**src/rtl/execute_stage_if.sv**
```systemverilog
// Decode <-> execute bundle: register indices, immediate and control bits
// going in; ALU result, zero flag and both read operands coming back.
interface execute_stage_if;
    logic        we;
    logic [1:0]  alu_op;
    logic        alu_src;
    logic [4:0]  rs1;
    logic [4:0]  rs2;
    logic [4:0]  rd;
    logic [31:0] imm;
    logic [2:0]  funct3;
    logic        funct7_5;
    logic [31:0] alu_result;
    logic        zero;
    logic [31:0] rd1;
    logic [31:0] rd2;

    // Decode side drives control, consumes results.
    modport master (
        output we, alu_op, alu_src, rs1, rs2, rd, imm, funct3, funct7_5,
        input  alu_result, zero, rd1, rd2
    );

    // Execute stage consumes control, drives results.
    modport slave (
        input  we, alu_op, alu_src, rs1, rs2, rd, imm, funct3, funct7_5,
        output alu_result, zero, rd1, rd2
    );
endinterface

```
**src/rtl/execute_stage.sv**
```systemverilog
// RV32I execute stage: 32x32 register file with combinational reads,
// operand-B select, ALU control decode and a 32-bit ALU. The ALU result
// is written back to rd on the rising edge when we is set.

module regfile (
    input  logic        clk,
    input  logic        rst,
    input  logic        we,
    input  logic [4:0]  wa,
    input  logic [31:0] wd,
    input  logic [4:0]  ra1,
    input  logic [4:0]  ra2,
    output logic [31:0] rdata1,
    output logic [31:0] rdata2
);
    logic [31:0] regs [0:31];

    // Write port: async clear, writes to x0 are dropped.
    always_ff @(posedge clk or posedge rst) begin
        if (rst) begin
            for (int i = 0; i < 32; i++) begin
                regs[i] <= 32'd0;
            end
        end else if (we && (wa != 5'd0)) begin
            regs[wa] <= wd;
        end
    end

    // No bypass: a same-cycle write is only visible after the edge.
    assign rdata1 = (ra1 == 5'd0) ? 32'd0 : regs[ra1];
    assign rdata2 = (ra2 == 5'd0) ? 32'd0 : regs[ra2];
endmodule

module execute_stage (
    input  logic             clk,
    input  logic             rst,
    execute_stage_if.slave   bus
);
    typedef enum logic [3:0] {
        FN_ADD  = 4'd0,
        FN_SUB  = 4'd1,
        FN_SLL  = 4'd2,
        FN_SLT  = 4'd3,
        FN_SLTU = 4'd4,
        FN_XOR  = 4'd5,
        FN_SRL  = 4'd6,
        FN_SRA  = 4'd7,
        FN_OR   = 4'd8,
        FN_AND  = 4'd9
    } alu_fn_e;

    alu_fn_e     fn_s;
    logic [31:0] op_a_s;
    logic [31:0] rd2_s;
    logic [31:0] op_b_s;
    logic [31:0] result_s;

    regfile rf (
        .clk    (clk),
        .rst    (rst),
        .we     (bus.we),
        .wa     (bus.rd),
        .wd     (result_s),
        .ra1    (bus.rs1),
        .ra2    (bus.rs2),
        .rdata1 (op_a_s),
        .rdata2 (rd2_s)
    );

    assign op_b_s = bus.alu_src ? bus.imm : rd2_s;

    // ALU control: I-type never turns funct3=000 into SUB.
    always_comb begin
        fn_s = FN_ADD;
        case (bus.alu_op)
            2'b00: fn_s = FN_ADD;
            2'b01: fn_s = FN_SUB;
            default: begin
                case (bus.funct3)
                    3'b000: fn_s = ((bus.alu_op == 2'b10) && bus.funct7_5) ? FN_SUB : FN_ADD;
                    3'b001: fn_s = FN_SLL;
                    3'b010: fn_s = FN_SLT;
                    3'b011: fn_s = FN_SLTU;
                    3'b100: fn_s = FN_XOR;
                    3'b101: fn_s = bus.funct7_5 ? FN_SRA : FN_SRL;
                    3'b110: fn_s = FN_OR;
                    3'b111: fn_s = FN_AND;
                    default: fn_s = FN_ADD;
                endcase
            end
        endcase
    end

    // ALU datapath; shifts use only the low five bits of operand B.
    always_comb begin
        result_s = 32'd0;
        case (fn_s)
            FN_ADD:  result_s = op_a_s + op_b_s;
            FN_SUB:  result_s = op_a_s - op_b_s;
            FN_SLL:  result_s = op_a_s << op_b_s[4:0];
            FN_SLT:  result_s = {31'd0, ($signed(op_a_s) < $signed(op_b_s))};
            FN_SLTU: result_s = {31'd0, (op_a_s < op_b_s)};
            FN_XOR:  result_s = op_a_s ^ op_b_s;
            FN_SRL:  result_s = op_a_s >> op_b_s[4:0];
            FN_SRA:  result_s = $unsigned($signed(op_a_s) >>> op_b_s[4:0]);
            FN_OR:   result_s = op_a_s | op_b_s;
            FN_AND:  result_s = op_a_s & op_b_s;
            default: result_s = 32'd0;
        endcase
    end

    assign bus.alu_result = result_s;
    assign bus.zero       = ~|result_s;
    assign bus.rd1        = op_a_s;
    assign bus.rd2        = rd2_s;
endmodule

```
**src/flat_wrapper.sv**
```systemverilog
// flat-port wrapper written by rule: the top's interface ports become plain ports
module execute_stage_flat 
  (clk, rst, bus_we, bus_alu_op, bus_alu_src, bus_rs1, bus_rs2, bus_rd, bus_imm, bus_funct3, bus_funct7_5, bus_alu_result, bus_zero, bus_rd1, bus_rd2);
  execute_stage_if bus_i ();
  input  logic clk;
  input  logic rst;
  input wire logic [$bits(bus_i.we)-1:0] bus_we;
  input wire logic [$bits(bus_i.alu_op)-1:0] bus_alu_op;
  input wire logic [$bits(bus_i.alu_src)-1:0] bus_alu_src;
  input wire logic [$bits(bus_i.rs1)-1:0] bus_rs1;
  input wire logic [$bits(bus_i.rs2)-1:0] bus_rs2;
  input wire logic [$bits(bus_i.rd)-1:0] bus_rd;
  input wire logic [$bits(bus_i.imm)-1:0] bus_imm;
  input wire logic [$bits(bus_i.funct3)-1:0] bus_funct3;
  input wire logic [$bits(bus_i.funct7_5)-1:0] bus_funct7_5;
  output wire logic [$bits(bus_i.alu_result)-1:0] bus_alu_result;
  output wire logic [$bits(bus_i.zero)-1:0] bus_zero;
  output wire logic [$bits(bus_i.rd1)-1:0] bus_rd1;
  output wire logic [$bits(bus_i.rd2)-1:0] bus_rd2;
  assign bus_i.we = bus_we;
  assign bus_i.alu_op = bus_alu_op;
  assign bus_i.alu_src = bus_alu_src;
  assign bus_i.rs1 = bus_rs1;
  assign bus_i.rs2 = bus_rs2;
  assign bus_i.rd = bus_rd;
  assign bus_i.imm = bus_imm;
  assign bus_i.funct3 = bus_funct3;
  assign bus_i.funct7_5 = bus_funct7_5;
  assign bus_alu_result = bus_i.alu_result;
  assign bus_zero = bus_i.zero;
  assign bus_rd1 = bus_i.rd1;
  assign bus_rd2 = bus_i.rd2;
  execute_stage u_core (.clk(clk), .rst(rst), .bus(bus_i));
endmodule
```
**config.mk**
```make
export PLATFORM = sky130hd
export DESIGN_NAME = execute_stage_flat
export DESIGN_NICKNAME = d
export VERILOG_FILES = /design/src/rtl/execute_stage_if.sv /design/src/rtl/execute_stage.sv /design/src/flat_wrapper.sv
export SDC_FILE = /design/constraint.sdc
export NUM_CORES = 2
export LEC_CHECK = 0
export CORE_MARGIN = 8
export CORE_UTILIZATION = 40
export DETAILED_ROUTE_END_ITERATION = 12
export PLACE_DENSITY_LB_ADDON = 0.3
export SYNTH_ARGS = -nofsm -noshare
export SYNTH_HDL_FRONTEND = slang
export SYNTH_SLANG_ARGS = --single-unit
```
**constraint.sdc**
```tcl
create_clock -name clk -period 43.9 [get_ports clk]
set_clock_uncertainty 0.15 [all_clocks]
set_input_delay 4.39 -clock clk [delete_from_list [all_inputs] [get_ports clk]]
set_output_delay 4.39 -clock clk [all_outputs]
set_load 0.005 [all_outputs]
```
## Yosys cells after proc, flatten, opt, wreduce, memory -nomap -nowiden

Cells that the tools add are included.

- Add/sub/neg operators: 2
- Order comparisons: 6
- Equal/unequal tests: 18
- Shifts and indexed selects: 3
- Multiplexer cells: 17
- Bitwise operators: 6
- Reduce and logical (&&, ||, !) cells: 11

Operators with widths:

| cell | number |
|---|---|
| 1024-bit bitwise mux | 1 |
| 32-bit binary-select mux with 5-bit select | 2 |
| 32-bit case mux with 10 select lines | 1 |
| 32-bit two-way mux | 8 |
| 32-bit demux with 5-bit select | 1 |
| 32-bit less-than comparator | 2 |
| 32-bit adder | 1 |
| 32-bit AND | 1 |
| 32-bit OR | 1 |
| 4-bit case mux with 8 select lines | 1 |
| 32-bit OR reduction | 1 |
| 32-bit by 5-bit left shift with 32-bit output | 1 |
| 32-bit by 5-bit >> shifter with 32-bit output | 1 |
| 32-bit by 5-bit >>> shifter with 32-bit output | 1 |
| 32-bit subtractor | 1 |
| 32-bit bitwise XOR | 1 |
| 6-bit >= comparator (second input constant) | 3 |
| 5-bit NOT with 6-bit output | 3 |
| 4-bit by 3-bit == test with 1-bit output (second input constant) | 4 |
| 3-bit == test (second input constant) | 4 |
| 5-bit zero test | 2 |
| 4-bit by 2-bit == test with 1-bit output (second input constant) | 2 |
| 4-bit == test (second input constant) | 2 |
| 4-bit case mux with 2 select lines | 1 |
| 13 further kinds | 17 |

- Flip-flop bits (word level): 1024
- Bits of input ports: 57
- Output and inout port bits: 97
- Word-level logic and storage cells: 95

## Depth between registers and ports, before layout

- Depth in word-level cells: 10
- Depth in mapped cells: 32
- Depth with buffers taken out: 25

## Modules after synthesis

From an unflattened synthesis, not the netlist that was laid out.

- Cell total of the unflattened synthesis: 5135
- Area total of the unflattened synthesis: 64618.2 µm²

Modules (own cells, without submodules):

| module | times used | cells each | area an instance (µm²) | sequential area each (µm²) |
|---|---|---|---|---|
| regfile | 1 | 3692 | 54732.5 | 25624.6 |
| execute_stage | 1 | 1443 | 9885.7 | 0.0 |

## Least setup slack after synthesis

OpenSTA, ideal clock, no wires.

- Kind: input port to output port
- Start: input bus_rs2[0]
- End: output bus_zero
- Arrival time: 10.654 ns
- Required time: 39.360 ns
- Path slack: 28.706 ns
- Cell stages on the path: 24
- Buffers on the path: 6
- Cells stage by stage: buf_4 -> buf_2 -> buf_2 -> buf_1 -> buf_1 -> mux4_2 -> mux4_2 -> mux2i_1 -> o31ai_1 -> ha_1 -> clkbuf_1 -> or3_1 -> a311oi_1 -> o221ai_1 -> a21oi_1 -> xor2_1 -> o22ai_1 -> a311oi_1 -> o31ai_1 -> a2111o_1 -> or4_1 -> nor4_1 -> nand2_1 -> nor3_2

- Word-level cells in the longest chain between the ends: 10
- Elaborated cells on any way between the ends: 20
- Classes of those cells: add/sub: 2; order compare: 2; shift: 3; mux: 6; bitwise: 4; reduce/logical: 3

RTL lines:

| what | RTL line | RTL |
|---|---|---|
| start, declared | flat_wrapper.sv:11 | `input wire logic [$bits(bus_i.rs2)-1:0] bus_rs2;` |
| 5-bit NOT with 6-bit output (implied by the code) | execute_stage.sv:31 | `assign rdata2 = (ra2 == 5'd0) ? 32'd0 : regs[ra2];` |
| 32-bit binary-select mux with 5-bit select | execute_stage.sv:31 |  |
| 32-bit two-way mux (implied by the code) (2 in a row) | execute_stage.sv:31 |  |
| 32-bit two-way mux (*) | execute_stage.sv:31 |  |
| 32-bit two-way mux (*) | execute_stage.sv:70 | `assign op_b_s = bus.alu_src ? bus.imm : rd2_s;` |
| 32-bit subtractor, or another cell as far along | execute_stage.sv:99 | `FN_SUB: result_s = op_a_s - op_b_s;` |
| 32-bit case mux with 10 select lines (*) | execute_stage.sv:97 | `case (fn_s)` |
| 32-bit OR reduction (*) | execute_stage.sv:113 | `assign bus.zero = ~\|result_s;` |
| 1-bit zero test (*) | execute_stage.sv:113 |  |
| end, declared | flat_wrapper.sv:17 | `output wire logic [$bits(bus_i.zero)-1:0] bus_zero;` |

Mark *: on every way between the ends. The rest lies on a longest branch, timed or not. The select of a mux whose other input is x is not followed.

## Worst setup path in the final report

- Start: input bus_rs2[1]
- End: output bus_zero

Same word-level chain as after synthesis.

==> key figures <==
Clock network
  – Total CTS buffers: 107
  – Reg clk slew, reported paths: 70 ps
  – CTS tree: built
  – Clk root buf: clkbuf_16
  – Clock Latency Late Sink: 760 ps
  – Setup Fix Bufs, Post-CTS: 0
  – Sink Count: 1,024
  – H-Tree Depth: 3
  – Resized Gates After CTS: 0
  – CTS Buffer Depth: 3
  – CTS Hold Bufs: 0

Timing
  – Final hold slack: 225 ps
  – FMAX: 0.0505 GHz
  – Max_slew headroom: 7.38%
  – Shortest period the worst path allows: 19,780 ps
  – RSZ-0062 raised after global routing: false
  – Final setup fails: 0
  – Post-route setup slack: 24,120 ps
  – Final period util: 45.1%
  – Worst slew pin tran: 1350 ps
  – Fin. max-slew vios: 0
  – Setup TNS: 0 ps
  – Final hold vios: 0

Synthesis
  – Dominant synthesized flop cell: dfrtp_1
  – Netlist Area Pre-Place: 0.0628 mm²
  – Post-synth net total: 6,412
  – Synth Register Bits: 1,024
  – Area fraction of the dominant cell type after synthesis: 40.8%
  – Cell count after synthesis: 6,254
  – Sequential share of the synthesized area: 40.8%
  – Syn avg cell area: 10.0 µm²
  – Share of synthesized flip-flops with an asynchronous set or reset: 100%
  – Count of cell types in the netlist: 96
  – Largest area contributor in the netlist: dfrtp_1
  – Synth top area cells: dfrtp_1, mux4_2, mux2i_1
  – Post-synth EDFFs: 0
  – Ys Warns: 0

Hold path
  – Worst hold path class: register to register
  – Worst hold stages: 0

Cells and area
  – Most frequent cells in the layout: dfrtp_1, nor2_1, nand2_1
  – P&R area growth vs syn: 11.3%
  – Layout cells sized above 1: 17.5%
  – Nets: 6,247
  – Top reg by flops: u_core.rf.regs
  – Filler Cell Count: 14,722
  – Final Non-Filler Cells: 8,241
  – Final Instance Area: 0.0699 mm²
  – Biggest regs: u_core.rf.regs x1024
  – Commonest non-fill, non-tap cell in the layout: dfrtp_1
  – Max FFs per register: 1,024

Worst setup path
  – Crit path kind: input pin to output pin
  – Crit-path max cell delay: 1090 ps
  – Crit-path max FO: 96
  – Slowest-stage cell, CP: and4_1
  – Most frequent CP cell: buf_4
  – Data required, critical path: 39,360 ps
  – Crit start category: input pin
  – Arr. time, crit path: 15,240 ps
  – Worst Setup End Kind: output pin
  – Worst r2r path cells: 24

Power
  – Peak supply drop: 0.0000364 V
  – Switching part of the total: 39.6%
  – Clock share of power: 23.8%
  – Sequential share of power: 36.8%
  – Total internal power: 2.40 mW
  – Logic pwr share: 39.4%
  – Power Dens Cells: 56.9 mW/mm²
  – Psw: 1.58 mW
  – Leak: 29.5 nW

Routing
  – WL/cell: 34.9 µm
  – Pre-Repair DR Iteration Count: 6
  – Vias/cell: 6.63
  – DR vias: 54,621
  – DRC viols: 0
  – DR iter-0 viols: 7,403
  – Routed wire length: 287,000 µm
  – ANT nets after route: 0

Run status
  – Status: finished, final reports clean

Floorplan
  – Row Count: 145
  – Die height: 412 µm
  – CORE AREA: 0.156 mm²
  – Io pins: 154
  – Die ar.: 0.170 mm²
  – Die width: 412 µm
  – Initial core utilization: 40.3%

GRT
  – First-pass GRT wire length: 405,000 µm
  – Largest net degree at the start of global routing: 165
  – Overflow after GRT: 0
  – Vias in the first global route: 52,141
  – Tot GR Track Use: 32.9%
  – Initial antenna violation count: 18

Placed design
  – Gpl congestion: 1.05
  – Post-DP Area: 0.0663 mm²
  – Dpl cells: 8,038
  – Port Buffers: 153
  – Post-DP HPWL: 196,000 µm
  – Pre-CTS setup slack: 24,600 ps

Flow run
  – Max Cap Viol: 0
==> power groups by stage <==
stage	Clock [mW]	Sequential [mW]	Combinational, mW
floorplan	0	1.40	0.981
global placement	0	1.45	1.51
detailed placement	0	1.47	1.53
CTS	0.955	1.45	1.53
global route	0.992	1.50	1.66
finish	0.947	1.47	1.57
==> through the flow <==
| step | total power [mW] | utilization [%] |
|---|---|---|
| floorplan | 2.38 | - |
| global placement | 2.96 | 42.5 |
| detailed placement | 2.99 | 42.5 |
| CTS | 3.94 | 44.8 |
| global route | 4.15 | 44.8 |
| finish | 3.98 | 44.8 |
==> final timing paths <==
kind	startpoint	to	slack [ps]
worst min register to register	u_core.rf.regs[1020]	u_core.rf.regs[1020]	220
max in group asynchronous	rst	u_core.rf.regs[568]	36440
min in group asynchronous	rst	u_core.rf.regs[85]	4020
worst min-delay path	u_core.rf.regs[1020]	u_core.rf.regs[1020]	220
worst max register to register	u_core.rf.regs[256]	u_core.rf.regs[669]	35530
worst max-delay path	bus_rs2[1]	bus_zero	24120
==> final cells by class <==
| cell class | instances | area, µm² | area share (%) |
|---|---|---|---|
| sequential | 1024 | 25600 | 36.7 |
| timing repair buffer | 348 | 3060 | 4.38 |
| multi-input combinational | 4464 | 34500 | 49.3 |
| clock inverter | 45 | 578 | 0.827 |
| inverter | 144 | 551 | 0.787 |
| antenna | 6 | 15.0 | 0.0215 |
| tap | 2058 | 2570 | 3.68 |
| clock buffer | 152 | 3060 | 4.37 |
==> cells in the mapped netlist (10+ instances only) <==
master and n:
a21oi_1 612, a311oi_1 14, mux2i_1 309, and2_1 17
mux2_2 113, and4_1 13, o32ai_1 10, nand4_1 13
nor2_1 703, a211oi_1 82, o2111ai_1 10, a211o_1 14
xnor2_1 18, nand2b_1 21, a32oi_1 10, a22o_1 10
dfrtp_1 1024, o211ai_1 38, nor2b_1 27, a22oi_1 100
o21bai_1 10, buf_1 51, mux4_2 464, buf_4 33
nor3_1 66, o22ai_1 68, or3_1 18, nand3b_1 11
buf_2 74, a221oi_1 17, nand3_1 74, o221ai_1 17
o31ai_1 39, a31oi_1 23, buf_6 17, nor4_1 13
clkbuf_1 447, ha_1 99, inv_1 133, nand2_1 671
o21ai_0 533, a21o_1 22, and3_1 15, or2_2 10
==> critical path: cells and delay by family <==
kind | cells | cell delay (ps)
fa+ha+maj | 1 | 300
simple gates | 8 | 2980
compound gates | 8 | 2350
buf+inv | 9 | 4210
mux | 3 | 750
==> metal layers <==
layer / vias to the layer above / global-route usage, % / routed length (µm)
li1: 22586 / - / -
met1: 27753 / 43.8 / 114000
met2: 3466 / 49.2 / 125000
met3: 802 / 8.58 / 30400
met4: 14 / 17.9 / 18600
met5: - / 0 / 122
==> kinds of logic (layout without fill, tap and decap cells) <==
group,after synthesis,after routing,share of synthesized area (%)
buf+inv,766,689,5.13
flops,1024,1024,40.8
compound gates,1745,1745,16.7
simple gates,1711,1711,11.5
fa+ha+maj,101,101,2.04
other cells,0,6,0
mux,888,888,23.6
xor+xnor,19,19,0.265
(Power assumes the default switching activity.)
